<file path="config.mk">
export PLATFORM = sky130hd
export DESIGN_NAME = reg_file_wb_arbiter_flat
export DESIGN_NICKNAME = d
export VERILOG_FILES = /design/src/rtl/reg_file_wb_arbiter_if.sv /design/src/rtl/reg_file_wb_arbiter.sv /design/src/flat_wrapper.sv
export SDC_FILE = /design/constraint.sdc
export NUM_CORES = 1
export LEC_CHECK = 0
export CAP_MARGIN = 20
export CELL_PAD_IN_SITES_DETAIL_PLACEMENT = 1
export CELL_PAD_IN_SITES_GLOBAL_PLACEMENT = 1
export CORE_ASPECT_RATIO = 1.75
export CORE_MARGIN = 8
export CORE_UTILIZATION = 50
export CTS_CLUSTER_DIAMETER = 100
export CTS_CLUSTER_SIZE = 20
export DETAILED_ROUTE_END_ITERATION = 8
export DONT_BUFFER_PORTS = 1
export GPL_ROUTABILITY_DRIVEN = 1
export PLACE_DENSITY_LB_ADDON = 0.1
export SKIP_LAST_GASP = 1
export SLEW_MARGIN = 15
export SYNTH_ARGS = -nofsm -noshare
export SYNTH_HDL_FRONTEND = slang
export SYNTH_SLANG_ARGS = --single-unit
</file>
<file path="constraint.sdc">
create_clock -name clk -period 6.6 [get_ports clk]
set_clock_uncertainty 0.05 [all_clocks]
set_input_delay 1.32 -clock clk [delete_from_list [all_inputs] [get_ports clk]]
set_output_delay 1.32 -clock clk [all_outputs]
set_load 0.02 [all_outputs]
</file>
<file path="src/rtl/reg_file_wb_arbiter_if.sv">
// Write-back request bus between the producers and the arbiter.
// The master side is the producers (ALU, load unit, ...), the slave side is the arbiter.
interface reg_file_wb_arbiter_if #(
  parameter int unsigned NUM_REQ    = 2,
  parameter int unsigned DATA_WIDTH = 32,
  parameter int unsigned ADDR_WIDTH = 5
);
  logic [NUM_REQ-1:0]            req_valid;
  logic [NUM_REQ-1:0]            req_ready;
  logic [NUM_REQ*ADDR_WIDTH-1:0] req_reg;
  logic [NUM_REQ*DATA_WIDTH-1:0] req_data;

  modport master (
    output req_valid,
    output req_reg,
    output req_data,
    input  req_ready
  );

  modport slave (
    input  req_valid,
    input  req_reg,
    input  req_data,
    output req_ready
  );
endinterface

</file>
<file path="src/rtl/reg_file_wb_arbiter.sv">
// Round-robin arbiter for the register file's single write port, plus a scoreboard of
// registers with outstanding reserved writes for read-after-write hazard detection.
module reg_file_wb_arbiter #(
  parameter int unsigned NUM_REQ    = 2,
  parameter int unsigned DATA_WIDTH = 32,
  parameter int unsigned ADDR_WIDTH = 5
) (
  input  logic                  clk,
  input  logic                  rst,
  reg_file_wb_arbiter_if.slave  req,
  input  logic                  rsv_en,
  input  logic [ADDR_WIDTH-1:0] rsv_reg,
  input  logic [ADDR_WIDTH-1:0] chk_reg_1,
  input  logic [ADDR_WIDTH-1:0] chk_reg_2,
  output logic                  hazard_1,
  output logic                  hazard_2,
  output logic                  wr_en,
  output logic [ADDR_WIDTH-1:0] wr_reg,
  output logic [DATA_WIDTH-1:0] wr_data,
  output logic [31:0]           pending
);

  localparam int unsigned PtrW = $clog2(NUM_REQ);

  logic [PtrW-1:0]       ptr_q, ptr_d;
  logic [PtrW-1:0]       grant_idx, cand;
  logic                  grant_found;
  logic [NUM_REQ-1:0]    ready;
  logic [ADDR_WIDTH-1:0] sel_reg;
  logic [DATA_WIDTH-1:0] sel_data;
  logic                  wr_en_q;
  logic [ADDR_WIDTH-1:0] wr_reg_q;
  logic [DATA_WIDTH-1:0] wr_data_q;
  logic [31:0]           pending_q, pending_d;

  // First valid requester at or above the pointer, wrapping around.
  always_comb begin
    grant_found = 1'b0;
    grant_idx   = '0;
    cand        = '0;
    for (int unsigned k = 0; k < NUM_REQ; k++) begin
      cand = PtrW'((32'(ptr_q) + k) % NUM_REQ);
      if (!grant_found && req.req_valid[cand]) begin
        grant_found = 1'b1;
        grant_idx   = cand;
      end
    end
  end

  always_comb begin
    ready = '0;
    if (grant_found) begin
      ready[grant_idx] = 1'b1;
    end
  end

  assign req.req_ready = ready;

  always_comb begin
    sel_reg  = req.req_reg[32'(grant_idx) * ADDR_WIDTH +: ADDR_WIDTH];
    sel_data = req.req_data[32'(grant_idx) * DATA_WIDTH +: DATA_WIDTH];
    ptr_d    = (grant_idx == PtrW'(NUM_REQ - 1)) ? '0 : grant_idx + PtrW'(1);
  end

  // A reservation in the same cycle as a retiring write wins: a newer producer owns the register.
  always_comb begin
    pending_d = pending_q;
    if (grant_found && (sel_reg != '0)) begin
      pending_d[sel_reg] = 1'b0;
    end
    if (rsv_en && (rsv_reg != '0)) begin
      pending_d[rsv_reg] = 1'b1;
    end
  end

  always_ff @(posedge clk or posedge rst) begin
    if (rst) begin
      ptr_q     <= '0;
      wr_en_q   <= 1'b0;
      wr_reg_q  <= '0;
      wr_data_q <= '0;
      pending_q <= '0;
    end else begin
      pending_q <= pending_d;
      if (grant_found) begin
        // Writes to x0 are accepted to drain the producer but never reach the register file.
        wr_en_q   <= (sel_reg != '0);
        wr_reg_q  <= sel_reg;
        wr_data_q <= sel_data;
        ptr_q     <= ptr_d;
      end else begin
        wr_en_q <= 1'b0;
      end
    end
  end

  // The in-flight write term covers the cycle where the register file has not yet latched it.
  assign hazard_1 = (chk_reg_1 != '0) &&
                    (pending_q[chk_reg_1] || (wr_en_q && (wr_reg_q == chk_reg_1)));
  assign hazard_2 = (chk_reg_2 != '0) &&
                    (pending_q[chk_reg_2] || (wr_en_q && (wr_reg_q == chk_reg_2)));

  assign wr_en   = wr_en_q;
  assign wr_reg  = wr_reg_q;
  assign wr_data = wr_data_q;
  assign pending = pending_q;

endmodule

</file>
<file path="src/flat_wrapper.sv">
// flat-port wrapper written by rule: the top's interface ports become plain ports
module reg_file_wb_arbiter_flat 
#(
  parameter int unsigned NUM_REQ    = 2,
  parameter int unsigned DATA_WIDTH = 32,
  parameter int unsigned ADDR_WIDTH = 5
)
  (clk, rst, rsv_en, rsv_reg, chk_reg_1, chk_reg_2, hazard_1, hazard_2, wr_en, wr_reg, wr_data, pending, req_req_valid, req_req_reg, req_req_data, req_req_ready);
  reg_file_wb_arbiter_if #(.NUM_REQ(NUM_REQ), .DATA_WIDTH(DATA_WIDTH), .ADDR_WIDTH(ADDR_WIDTH)) req_i ();
  input  logic clk;
  input  logic rst;
  input  logic rsv_en;
  input  logic [ADDR_WIDTH-1:0] rsv_reg;
  input  logic [ADDR_WIDTH-1:0] chk_reg_1;
  input  logic [ADDR_WIDTH-1:0] chk_reg_2;
  output logic hazard_1;
  output logic hazard_2;
  output logic wr_en;
  output logic [ADDR_WIDTH-1:0] wr_reg;
  output logic [DATA_WIDTH-1:0] wr_data;
  output logic [31:0] pending;
  input wire logic [$bits(req_i.req_valid)-1:0] req_req_valid;
  input wire logic [$bits(req_i.req_reg)-1:0] req_req_reg;
  input wire logic [$bits(req_i.req_data)-1:0] req_req_data;
  output wire logic [$bits(req_i.req_ready)-1:0] req_req_ready;
  assign req_i.req_valid = req_req_valid;
  assign req_i.req_reg = req_req_reg;
  assign req_i.req_data = req_req_data;
  assign req_req_ready = req_i.req_ready;
  reg_file_wb_arbiter #(.NUM_REQ(NUM_REQ), .DATA_WIDTH(DATA_WIDTH), .ADDR_WIDTH(ADDR_WIDTH)) u_core (.clk(clk), .rst(rst), .req(req_i), .rsv_en(rsv_en), .rsv_reg(rsv_reg), .chk_reg_1(chk_reg_1), .chk_reg_2(chk_reg_2), .hazard_1(hazard_1), .hazard_2(hazard_2), .wr_en(wr_en), .wr_reg(wr_reg), .wr_data(wr_data), .pending(pending));
endmodule
</file>
## Word level (Yosys, flattened, before mapping)

Cells that the tools add are included.

- Output and inout port bits: 74
- Memories: 0
- RAM bits: 0
- Input port bits: 94
- Memory bits (read-only): 0
- Register bits after elaboration: 71
- Logic and storage cells: 65
- Latch bits: 0

- Bitwise operators: 3
- Eq/ne operators: 2
- Add/subtract/negate cells: 2
- $lt $le $gt $ge: 10
- Div/mod/pow operators: 0
- Mux-type cells: 23
- Reduce and logical (&&, ||, !) cells: 17
- Shift-type cells: 2
- $mul: 1

Operators with widths:

| operator | count |
|---|---|
| 32-bit 2-to-1 mux | 2 |
| 64-bit by 7-bit indexed part select with 32-bit output | 1 |
| 32-bit AND | 1 |
| 32-bit inverter | 1 |
| 32-bit bitwise OR | 1 |
| 5-bit by 6-bit less-than comparator with 1-bit output (second input constant) | 4 |
| 5-bit nonzero test | 4 |
| 1-bit 2-to-1 mux | 15 |
| 1-bit binary-select mux with 5-bit select | 2 |
| 1-bit demux with 5-bit select | 2 |
| 5-bit == test | 2 |
| 5-bit by 1-bit >= comparator with 1-bit output (second input constant) | 2 |
| 1-bit logical AND | 10 |
| 10-bit by 5-bit indexed part select with 5-bit output | 1 |
| 1-bit by 2-bit less-than comparator with 1-bit output (second input constant) | 3 |
| 1-bit by 3-bit multiplier with 4-bit output (second input constant) | 1 |
| 1-bit adder (second input constant) | 2 |
| 1-bit logical OR | 2 |
| 2-bit 2-to-1 mux | 1 |
| 1-bit demux with 1-bit select | 1 |
| 1-bit >= comparator (second input constant) | 1 |
| 1-bit logical NOT | 1 |

## Longest topological paths before layout

Gate-level depths: netlist of run 1.

- Word-level depth: 17
- Mapped depth: 8
- Gate-level depth less buffers: 6

## Least setup slack after synthesis of run 1

OpenSTA, ideal clock, no wires.

- Path type: input-to-output
- From: input port chk_reg_1[0]
- To: output port hazard_1
- Path buffers: 2
- Slack: 2.471 ns
- Data required time: 5.230 ns
- Arrival: 2.759 ns
- Cell stages on the path: 6
- Cell sequence: buf_2 -> buf_4 -> mux2_2 -> a311oi_1 -> o31ai_1 -> o32a_1

- Longest elaborated chain between the ends: 4
- Elaborated cells between the ends (all ways): 7
- Classes of those cells: 1 x eq/ne; 2 x mux; 4 x reduce/logical

Ends and longest elaborated chain:

| what | RTL line | source |
|---|---|---|
| from (decl) | flat_wrapper.sv:14 | `input logic [ADDR_WIDTH-1:0] chk_reg_1;` |
| 1-bit binary-select mux with 5-bit select or 5-bit == test (tied branches) | reg_file_wb_arbiter.sv:99 | `(pending_q[chk_reg_1] \|\| (wr_en_q && (wr_reg_q == chk_reg_1)));` |
| 1-bit 2-to-1 mux (implied by the code) or 1-bit logical AND (tied branches) | reg_file_wb_arbiter.sv:99 |  |
| 1-bit logical OR | reg_file_wb_arbiter.sv:99 |  |
| 1-bit logical AND (*) | reg_file_wb_arbiter.sv:98 | `assign hazard_1 = (chk_reg_1 != '0) &&` |
| to (decl) | flat_wrapper.sv:16 | `output logic hazard_1;` |

Mark *: on every way between the ends. The rest lies on a longest branch, timed or not. The select of a mux whose other input is x is not followed.

## Worst setup path in the final report of run 1

- From: input port chk_reg_2[0]
- To: output port hazard_2

- Longest elaborated chain between the ends: 4
- Elaborated cells between the ends (all ways): 7
- Classes of those cells: 1 x eq/ne; 2 x mux; 4 x reduce/logical

Ends and longest elaborated chain:

| what | RTL line | source |
|---|---|---|
| from (decl) | flat_wrapper.sv:15 | `input logic [ADDR_WIDTH-1:0] chk_reg_2;` |
| 1-bit binary-select mux with 5-bit select or 5-bit == test (tied branches) | reg_file_wb_arbiter.sv:101 | `(pending_q[chk_reg_2] \|\| (wr_en_q && (wr_reg_q == chk_reg_2)));` |
| 1-bit 2-to-1 mux (implied by the code) or 1-bit logical AND (tied branches) | reg_file_wb_arbiter.sv:101 |  |
| 1-bit logical OR | reg_file_wb_arbiter.sv:101 |  |
| 1-bit logical AND (*) | reg_file_wb_arbiter.sv:100 | `assign hazard_2 = (chk_reg_2 != '0) &&` |
| to (decl) | flat_wrapper.sv:17 | `output logic hazard_2;` |

Marked as above.

==> run metrics, run 1 <==
Synth Area in Compound Gates 20.92%; Global Route met1 Usage 22.16%; Gate Count Post-Synth between 400 and 500; Synth cell types 48; Congestion Overflow GR 0; Critical-path top delay cell mux4_2; status finished, final reports clean; DRT Pass-1 Iters 4; CTS Buffer Depth 2; Setup TNS 0 ns; ys async rst share 100.0%; die area 11180 µm²; Skew-Pair Late Insertion Delay 0.34 ns; CP arrival 2.71 ns; Worst path max stage delay 0.46 ns; GP Congestion 0.9237; hold endpoint u_core.ptr_q; Routed WL per cell 26.88 µm; Area contributors post-synth dfrtp_1 45%, nand2_1 7.0%, o41ai_1 6.6%; crit-path leading delay family multiplexers; buffer count from post-CTS setup fixing 0; Worst EP required 5.23 ns; clock slew at reported path FFs roughly 0.06 ns; flops & latches, synth 71; largest net degree at the start of global routing 72; top post-synthesis cells by count 74 x nand2_1, 71 x dfrtp_1, 38 x nor2_1; filler cell count 880; busiest layer in global routing met2; leakage ~1.7 nW; Hold Buf Count CTS 0; H-tree depth 3; Fin Hold WS roughly 0.47 ns; Max VDD drop 0.0001688 V; vias in the first global route 3700; DRC 0; syn nets 509; initial antenna violation count 0; crit path launch type primary input; largest family of logic cells by synthesized area compound AO/OA/AOI/OAI gates; Die Width about 83 µm; GRT Overall Usage 23.52%; Die Y 134.0 µm; Port Buffers 0; largest area contributor in the netlist dfrtp_1; Avg Cell Area, Syn about 9.6 µm²; DR vias 3401; Pwr Density 350.2 nW/µm²; crit path max fanout 13; CTS root buf clkbuf_16; NumNets Final roughly 500; Crit Path Class primary input to output pin; clk sinks 71; RR Endpoint u_core.wr_en; CP bufs+invs 0; mux contribution to synthesized area 11.42%; CP Capture Type output pin; Post-synth top flop dfrtp_1; share of cells above drive strength 1 11.63%; vias per std cell a little under 7; Post-DRT Antenna Nets 0; most frequent cell after synthesis nand2_1; RR Startpoint u_core.ptr_q; Post-synth EDFFs 0; Global Route met2 Usage 41.95%; CTS buffer count 9; hold depth 1; FP Rows 43; R2R setup slack approximately 3.8 ns; Ys Warns 0; TritonCTS clock tree built; max cap viols 0; DP HPWL 9.950 mm; 1st-iter DRT viols 141; Hold Violations, Final 0; Synth Area in XOR/XNOR roughly 2.2%; Worst Tran Pin Value around 1.1 ns; first-pass GRT wire length about 21 mm; ANT cells 0; DRT Wirelength 13.28 mm; core area a little under 8000 µm²; post-synthesis simple-gate area fraction 16.70%; post-layout min period 4.082 ns; HP Class flip-flop to flip-flop; RSZ-0062 raised after global routing false; met3 Resource Use GR 10.32%; Crit. path cell count 5; Initial Utilization 50.99%; final setup vio count 0; Area Overhead vs Synth 7.424%; maximum clock frequency about 240 MHz; period utilization 61.85%; hold wc startpoint u_core.ptr_q; post-synthesis sequential area ratio between 40% and 50%; Max transition margin 25.13%; post-synthesis adder-cell area fraction 0%; Mapped Area roughly 4000 µm²; Yosys top cell area share 44.67%; # IOs roughly 170; CTS resizes 0; Final Max Slew Viols 0; cell-by-cell trace of the critical path mux4_2 > mux2i_1 > nor3_1 > a311oi_1 > a21oi_1; r2r worst-path depth 5
-- metrics by stage --
stage	total power [mW]	instances	utilization [%]	setup WS [ns]	cell area, µm²
after floorplan	0.9234	415	-	2.471	3978
after global placement	1.006	478	50.91	2.581	3971
after detailed placement	1.018	478	50.91	2.534	3971
after CTS	1.508	494	54.74	2.533	4270
after global routing	1.558	494	54.77	2.474	4273
final	1.496	494	54.77	2.518	4273
-- how the worst max path moves through the flow --
stage	from	to	slack [ns]
6_report	chk_reg_2[0]	hazard_2	2.52
5_1_grt	chk_reg_2[0]	hazard_2	2.47
4_1_cts	chk_reg_2[0]	hazard_2	2.53
3_5_place_dp	chk_reg_2[0]	hazard_2	2.53
3_3_place_gp	chk_reg_2[0]	hazard_2	2.58
2_1_floorplan	chk_reg_1[0]	hazard_1	2.47
-- placed cells by master, fill, tap and decap left out, types with 3 or more instances in the layout --
| cell | n |
|---|---|
| nand3_1 | 3 |
| xor2_1 | 8 |
| mux2_2 | 5 |
| clkinv_2 | 3 |
| a21oi_1 | 8 |
| nor2_1 | 38 |
| a22oi_1 | 4 |
| mux4_2 | 11 |
| o31ai_1 | 3 |
| o21ai_1 | 4 |
| nor4_1 | 3 |
| nor3_1 | 4 |
| nand2_1 | 74 |
| dfrtp_1 | 71 |
| a31oi_1 | 30 |
| clkbuf_16 | 9 |
| o41ai_1 | 30 |
| mux2i_1 | 11 |
| buf_4 | 3 |
| nand3b_1 | 5 |
| o21ai_0 | 32 |
| nand2b_1 | 5 |
-- worst reg2reg max path, cell delays in order, from the launching register on --
cell	delay (ns)
dfrtp_1	0.37
nand2b_4	0.17
nand2_4	0.20
inv_4	0.49
mux2i_2	0.98
a41oi_1	0.31
-- per-layer routing --
metal | up-vias | share of wire (%)
li1 | 1522 | -
met1 | 1695 | 33
met2 | 157 | 55
met3 | 27 | 9.3
met4 | 0 | 2.8
met5 | - | 0
-- cell type report --
class	instances	area [µm²]	area share [%]
multi-input cells	310	2044	47.85
repair buffers	3	22.52	0.5271
clock buffers	10	239.0	5.593
inverters	4	17.52	0.4100
well taps	90	112.6	2.635
flip-flops and latches	71	1777	41.58
clock inverters	6	60.06	1.406
-- logic make-up after synthesis --
logic type,count (synthesis)
buf+inv,34
xor+xnor,10
compound gates,123
mux,30
flops,71
simple gates,147
-- power breakdown --
| group | total (mW) | internal (mW) | switching (mW) | leakage, nW |
|---|---|---|---|---|
| combinational | 0.271 | 0.128 | 0.143 | 0.725 |
| sequential | 0.740 | 0.518 | 0.221 | 0.850 |
| clock | 0.486 | 0.300 | 0.186 | 0.144 |
| total | 1.50 | 0.947 | 0.550 | 1.72 |
Power figures use the tool's default switching activity.
==> run 2: changes to the inputs <==
--- a/config.mk
+++ b/config.mk
@@ -10,7 +10,7 @@
 export CELL_PAD_IN_SITES_GLOBAL_PLACEMENT = 1
 export CORE_ASPECT_RATIO = 1.75
 export CORE_MARGIN = 8
-export CORE_UTILIZATION = 50
+export CORE_UTILIZATION = 46
 export CTS_CLUSTER_DIAMETER = 100
 export CTS_CLUSTER_SIZE = 20
 export DETAILED_ROUTE_END_ITERATION = 8
==> constraint.sdc (replaced) <==
create_clock -name clk -period 3.9 [get_ports clk]
set_clock_uncertainty 0.05 [all_clocks]
set_input_delay 0.78 -clock clk [delete_from_list [all_inputs] [get_ports clk]]
set_output_delay 0.78 -clock clk [all_outputs]
set_load 0.02 [all_outputs]
==> run 2 against run 1 <==
First-iteration DRC count increased by 34%. Cell count grew 6.1%. Worst hold slack got worse by 0.074 ns. Global-route usage shrank 1.5 points. Clock power up 54%. Flip-flop and latch count did not move. Count of clock-buffer cells in the layout up 3. Final area increased by 0.67%. Sequential power is 69% higher. Highest routed layer unchanged.
==> run metrics, run 2 (synthesis gave the netlist of run 1 again) <==
post-layout min period 2.974 ns; core area 8558 µm² (+9.7%); Hold Buf Count CTS 0 (unchanged); GP Congestion 0.8702 (-5.8%); FP Rows 45 (+4.7%); buffer count from post-CTS setup fixing 0 (unchanged); ANT cells 0 (unchanged); Congestion Overflow GR 0 (unchanged); Worst EP required 3.07 ns (-2.16 ns); Die Width 86.29 µm (+3.4%); Routed WL per cell 25.00 µm (-7.0%); initial antenna violation count 0 (unchanged); TritonCTS clock tree built; filler cell count 992 (+13%); DRT Wirelength 13.10 mm (-1.3%); Placed Cells 508 (+6.3%); Port Buffers 0 (unchanged); largest net degree at the start of global routing 67 (-6.9%); CTS resizes 0 (unchanged); CTS root buf clkbuf_16; max layer used met4; Initial Utilization 46.48% (-4.5 points); Hold Violations, Final 0 (unchanged); Met3 Wirelength 1.151 mm (-6.3%); CP Capture Type output pin; worst setup path start u_core.pending[7]; first-pass GRT wire length 20.31 mm (-2.4%); crit path launch type flip-flop; period utilization 76.25%; Multi-input gate area 2038 µm² (-0.31%); R2R setup slack 1.37 ns (-2.45 ns); most frequent cells in the layout 74 x nand2_1, 71 x dfrtp_1, 38 x nor2_1; DR vias 3337 (-1.9%); max cap viols 0 (unchanged); DP HPWL 10.28 mm (+3.3%); NumNets Final 496 (+0.61%); Die Y 139.0 µm (+3.7%); CP arrival 2.14 ns (-0.57 ns); CP endpoint hazard_2; RSZ-0062 raised after global routing false; Final Max Slew Viols 0 (unchanged); Area Overhead vs Synth 8.147%; Met1 Routed Length 4.354 mm (-1.8%); Pwr Density 570.8 nW/µm² (+63%); RR Startpoint u_core.ptr_q; Max VDD drop 0.0002330 V (+38%); CTS buffer count 9 (unchanged); Worst Tran Pin Value 0.9358 ns (-0.1655 ns); # IOs 168 (unchanged); clk sinks 71 (unchanged); CTS Buffer Depth 2 (unchanged); Cell Count, Final, Fillers Out 524 (+6.1%); H-tree depth 3 (unchanged); status finished, final reports clean; Crit Path Class flip-flop to output pin; die area 12000 µm² (+7.3%); crit path max fanout 4 (-9); Skew-Pair Late Insertion Delay 0.32 ns (-0.02 ns); DRT Pass-1 Iters 7 (+3); vias per std cell 6.368 (-7.5%); leakage 1.724 nW (+0.31%); maximum clock frequency 336.3 MHz; r2r worst-path depth 6 (+1); Setup TNS 0 ns (unchanged); 1st-iter DRT viols 189 (+34%); GRT Overall Usage 21.98% (-1.5 points); met2 WL 7.155 mm (-1.2%); clock slew at reported path FFs 0.05 ns (about the same); most common cell after layout, fill and taps aside nand2_1; DRC 0 (unchanged); share of cells above drive strength 1 11.55% (-0.086 points); RR Endpoint u_core.pending[5]; vias in the first global route 3653 (-1.3%); HP Class primary input to async pin; Post-DRT Antenna Nets 0 (unchanged); final setup vio count 0 (unchanged); Max transition margin 37.20% (+12 points); flip-flop and latch area 1777 µm² (unchanged)
## run 2: power breakdown
part / internal [mW] / switching (mW) / leakage [nW]
clock network: 0.463 / 0.287 / 0.136
registers: 0.877 / 0.375 / 0.850
logic: 0.218 / 0.235 / 0.739
## run 2: how the worst min path moves through the flow
| stage | startpoint | to | depth (start not counted) |
|---|---|---|---|
| finish | rst | u_core.wr_data[1] | 1 |
| global route | rst | u_core.wr_data[1] | 1 |
| CTS | rst | u_core.wr_data[1] | 1 |
| detailed placement | u_core.ptr_q | u_core.ptr_q | 1 |
| global placement | u_core.ptr_q | u_core.ptr_q | 1 |
| floorplan | u_core.ptr_q | u_core.ptr_q | 1 |
## run 2: cell type report
class	instances	area share [%]
Sequential cell	71	41.30
Multi-Input combinational cell	310	47.38
Clock buffer	13	6.050
Inverter	4	0.4072
Timing Repair Buffer	6	1.047
Clock inverter	3	0.4072
Tap cell	117	3.403
## run 2: layer usage
layer	global-route usage, %	vias up
li1	-	1527
met1	20.24	1641
met2	39.50	139
met3	8.605	30
met4	12.05	0
met5	0	-
## run 2: critical path: stages, from the launching register on
cell	delay [ns]
dfrtp_1	0.49
mux4_2	0.51
mux2i_1	0.24
nor3_1	0.08
a311oi_1	0.27
a21oi_1	0.22
## run 2: through the flow
step | utilization, % | hold slack, ns | worst slack [ns] | power (mW) | area [µm²]
2_1_floorplan | - | 0.4270 | 0.8507 | 1.563 | 3978
3_3_place_gp | 47.02 | 0.4616 | 0.9743 | 1.699 | 4024
3_5_place_dp | 47.02 | 0.4621 | 0.9862 | 1.722 | 4024
4_1_cts | 50.26 | 0.4057 | 0.9012 | 2.484 | 4302
5_1_grt | 50.26 | 0.4590 | 0.7910 | 2.569 | 4302
6_report | 50.26 | 0.3942 | 0.9261 | 2.455 | 4302
==> run 3: changes to the inputs <==
==> constraint.sdc (replaced) <==
create_clock -name clk -period 2.8 [get_ports clk]
set_clock_uncertainty 0.05 [all_clocks]
set_input_delay 0.56 -clock clk [delete_from_list [all_inputs] [get_ports clk]]
set_output_delay 0.56 -clock clk [all_outputs]
set_load 0.02 [all_outputs]
==> run 3 against run 2 <==
First-iteration DRC count shrank 47%. Non-clock buffer count grew 6. Combinational power is 51% higher. Die area stayed put. Clock power up 37%. Worst setup slack lost 0.90 ns. Critical path type unchanged. Critical endpoint unchanged.
==> run metrics, run 3 (synthesis gave the netlist of run 1 again) <==
status finished, final reports clean; Setup TNS 0 ns (unchanged); DRC 0 (unchanged); NumNets Final 502 (+1.2%); Worst Tran Pin Value 0.8895 ns (-0.04622 ns); period utilization between 90 and 100%; Final Util 50.98% (+0.72 points); Final Max Slew Viols 0 (unchanged); CP Capture Type output pin; Initial Utilization 46.48% (unchanged); crit path launch type flip-flop; cell-by-cell trace of the critical path mux4_2 > mux2i_2 > nor3_1 > a311oi_1 > a21oi_1 > buf_4; filler cell count 987 (-0.50%); Pwr Density 788.5 nW/µm² (+38%); Crit Path Class flip-flop to output pin; Met3 Wirelength 1.230 mm (+6.9%); DRT Pass-1 Iters 4 (-3); clock slew at reported path FFs 0.05 ns (about the same); max cap viols 0 (unchanged); RSZ-0062 raised after global routing true; Die Y 139.0 µm (unchanged); Max transition margin 40.30% (+3.1 points); R2R setup slack 0.51 ns (-0.86 ns); Port Buffers 0 (unchanged); Congestion Overflow GR 0 (unchanged); met2 WL 7.287 mm (+1.8%); flip-flop and latch area 1789 µm² (+0.70%); Multi-input gate area 2042 µm² (+0.18%); Worst EP required 2.19 ns (-0.88 ns); Cell Count, Final, Fillers Out 528 (+0.76%); CTS buffer count 9 (unchanged); FP Rows 45 (unchanged); Critical-path top delay cell mux4_2; Hold Violations, Final 0 (unchanged); vias per std cell 6.506 (+2.2%); DR vias 3435 (+2.9%); DP HPWL 10.57 mm (+2.9%); GRT Overall Usage 22.63% (+0.65 points); first-pass GRT wire length 21.02 mm (+3.5%); Die Width 86.29 µm (unchanged); Area Overhead vs Synth 9.688%; CTS Buffer Depth 2 (unchanged); Routed WL per cell 25.55 µm (+2.2%); GP Congestion 0.8430 (-3.1%); max layer used met4; H-tree depth 3 (unchanged); die area 12000 µm² (unchanged); Met1 Routed Length 4.463 mm (+2.5%); # IOs 168 (unchanged); Placed Cells 514 (+1.2%); ANT cells 0 (unchanged); most common cell after layout, fill and taps aside nand2_1; clk sinks 71 (unchanged); vias in the first global route 3790 (+3.8%); most frequent cells in the layout 74 x nand2_1, 61 x dfrtp_1, 38 x nor2_1; Post-DRT Antenna Nets 0 (unchanged); CP arrival 2.17 ns (+0.03 ns); core area 8558 µm² (unchanged); Worst path max stage delay 0.50 ns (about the same); buffer count from post-CTS setup fixing 0 (unchanged); share of cells above drive strength 1 15.09% (+3.5 points); post-layout min period 2.778 ns; 1st-iter DRT viols 101 (-47%); TritonCTS clock tree built; crit path max fanout 4 (unchanged); HP Class primary input to async pin; initial antenna violation count 0 (unchanged); Skew-Pair Late Insertion Delay 0.33 ns (about the same); leakage 1.741 nW (+0.98%); Max VDD drop 0.0003618 V (+55%); DRT Wirelength 13.49 mm (+3.0%); CTS root buf clkbuf_16; maximum clock frequency 359.9 MHz; final setup vio count 0 (unchanged); CP bufs+invs 1 (+1); largest net degree at the start of global routing 41 (-39%); crit-path leading delay family multiplexers
run 3: cell types whose count changed in the layout (fill, tap and decap cells not counted):
cell / previous run / this run
buf_12: 0 / 1
mux2i_1: 12 / 11
mux2i_2: 0 / 1
clkinvlp_4: 1 / 0
dfrtp_1: 71 / 61
buf_4: 6 / 11
clkinv_2: 2 / 1
dfrtp_2: 0 / 10
run 3: worst paths after layout:
check,depth (start not counted),endpoint,startpoint
setup / recovery,6,hazard_2,u_core.pending[7]
hold / removal,1,u_core.pending[6],rst
setup reg to reg,6,u_core.pending[1],u_core.ptr_q
hold reg to reg,1,u_core.ptr_q,u_core.ptr_q
max in group asynchronous,2,u_core.pending[23],rst
min in group clk,2,u_core.wr_data[3],req_req_data[3]
run 3: what timing repair did:
action | 4_1_cts | 5_1_grt
resized for setup | 2 | 9
hold buffers | 0 | 0
setup endpoints to repair | 1 | 2
run 3: layer usage:
| layer | vias up | GRT usage, % |
|---|---|---|
| met5 | - | 0 |
| met4 | 0 | 11.96 |
| met3 | 32 | 9.080 |
| met2 | 145 | 40.44 |
| met1 | 1720 | 21.09 |
| li1 | 1538 | - |
run 3: final cells by class:
cell class,instances,share of cell area [%]
Sequential cell,71,41.01
Tap cell,117,3.355
Clock inverter,1,0.1147
Clock buffer,13,5.965
Inverter,4,0.4015
Multi-Input combinational cell,310,46.80
Timing Repair Buffer,12,2.352
run 3: power breakdown:
part	switching [mW]	internal [mW]
logic	0.357	0.325
registers	0.494	1.23
clock network	0.395	0.636
run 3: metrics by stage:
step	setup slack (ns)	hold WS, ns	total power [mW]	instance area [µm²]
detailed placement	0.2346	0.3792	2.420	4081
global placement	0.2589	0.3755	2.384	4081
finish	0.02183	0.03269	3.440	4363
CTS	0.001426	0.02725	3.465	4352
floorplan	0.1907	0.4270	2.177	3978
global route	-0.006244	0.04334	3.600	4363
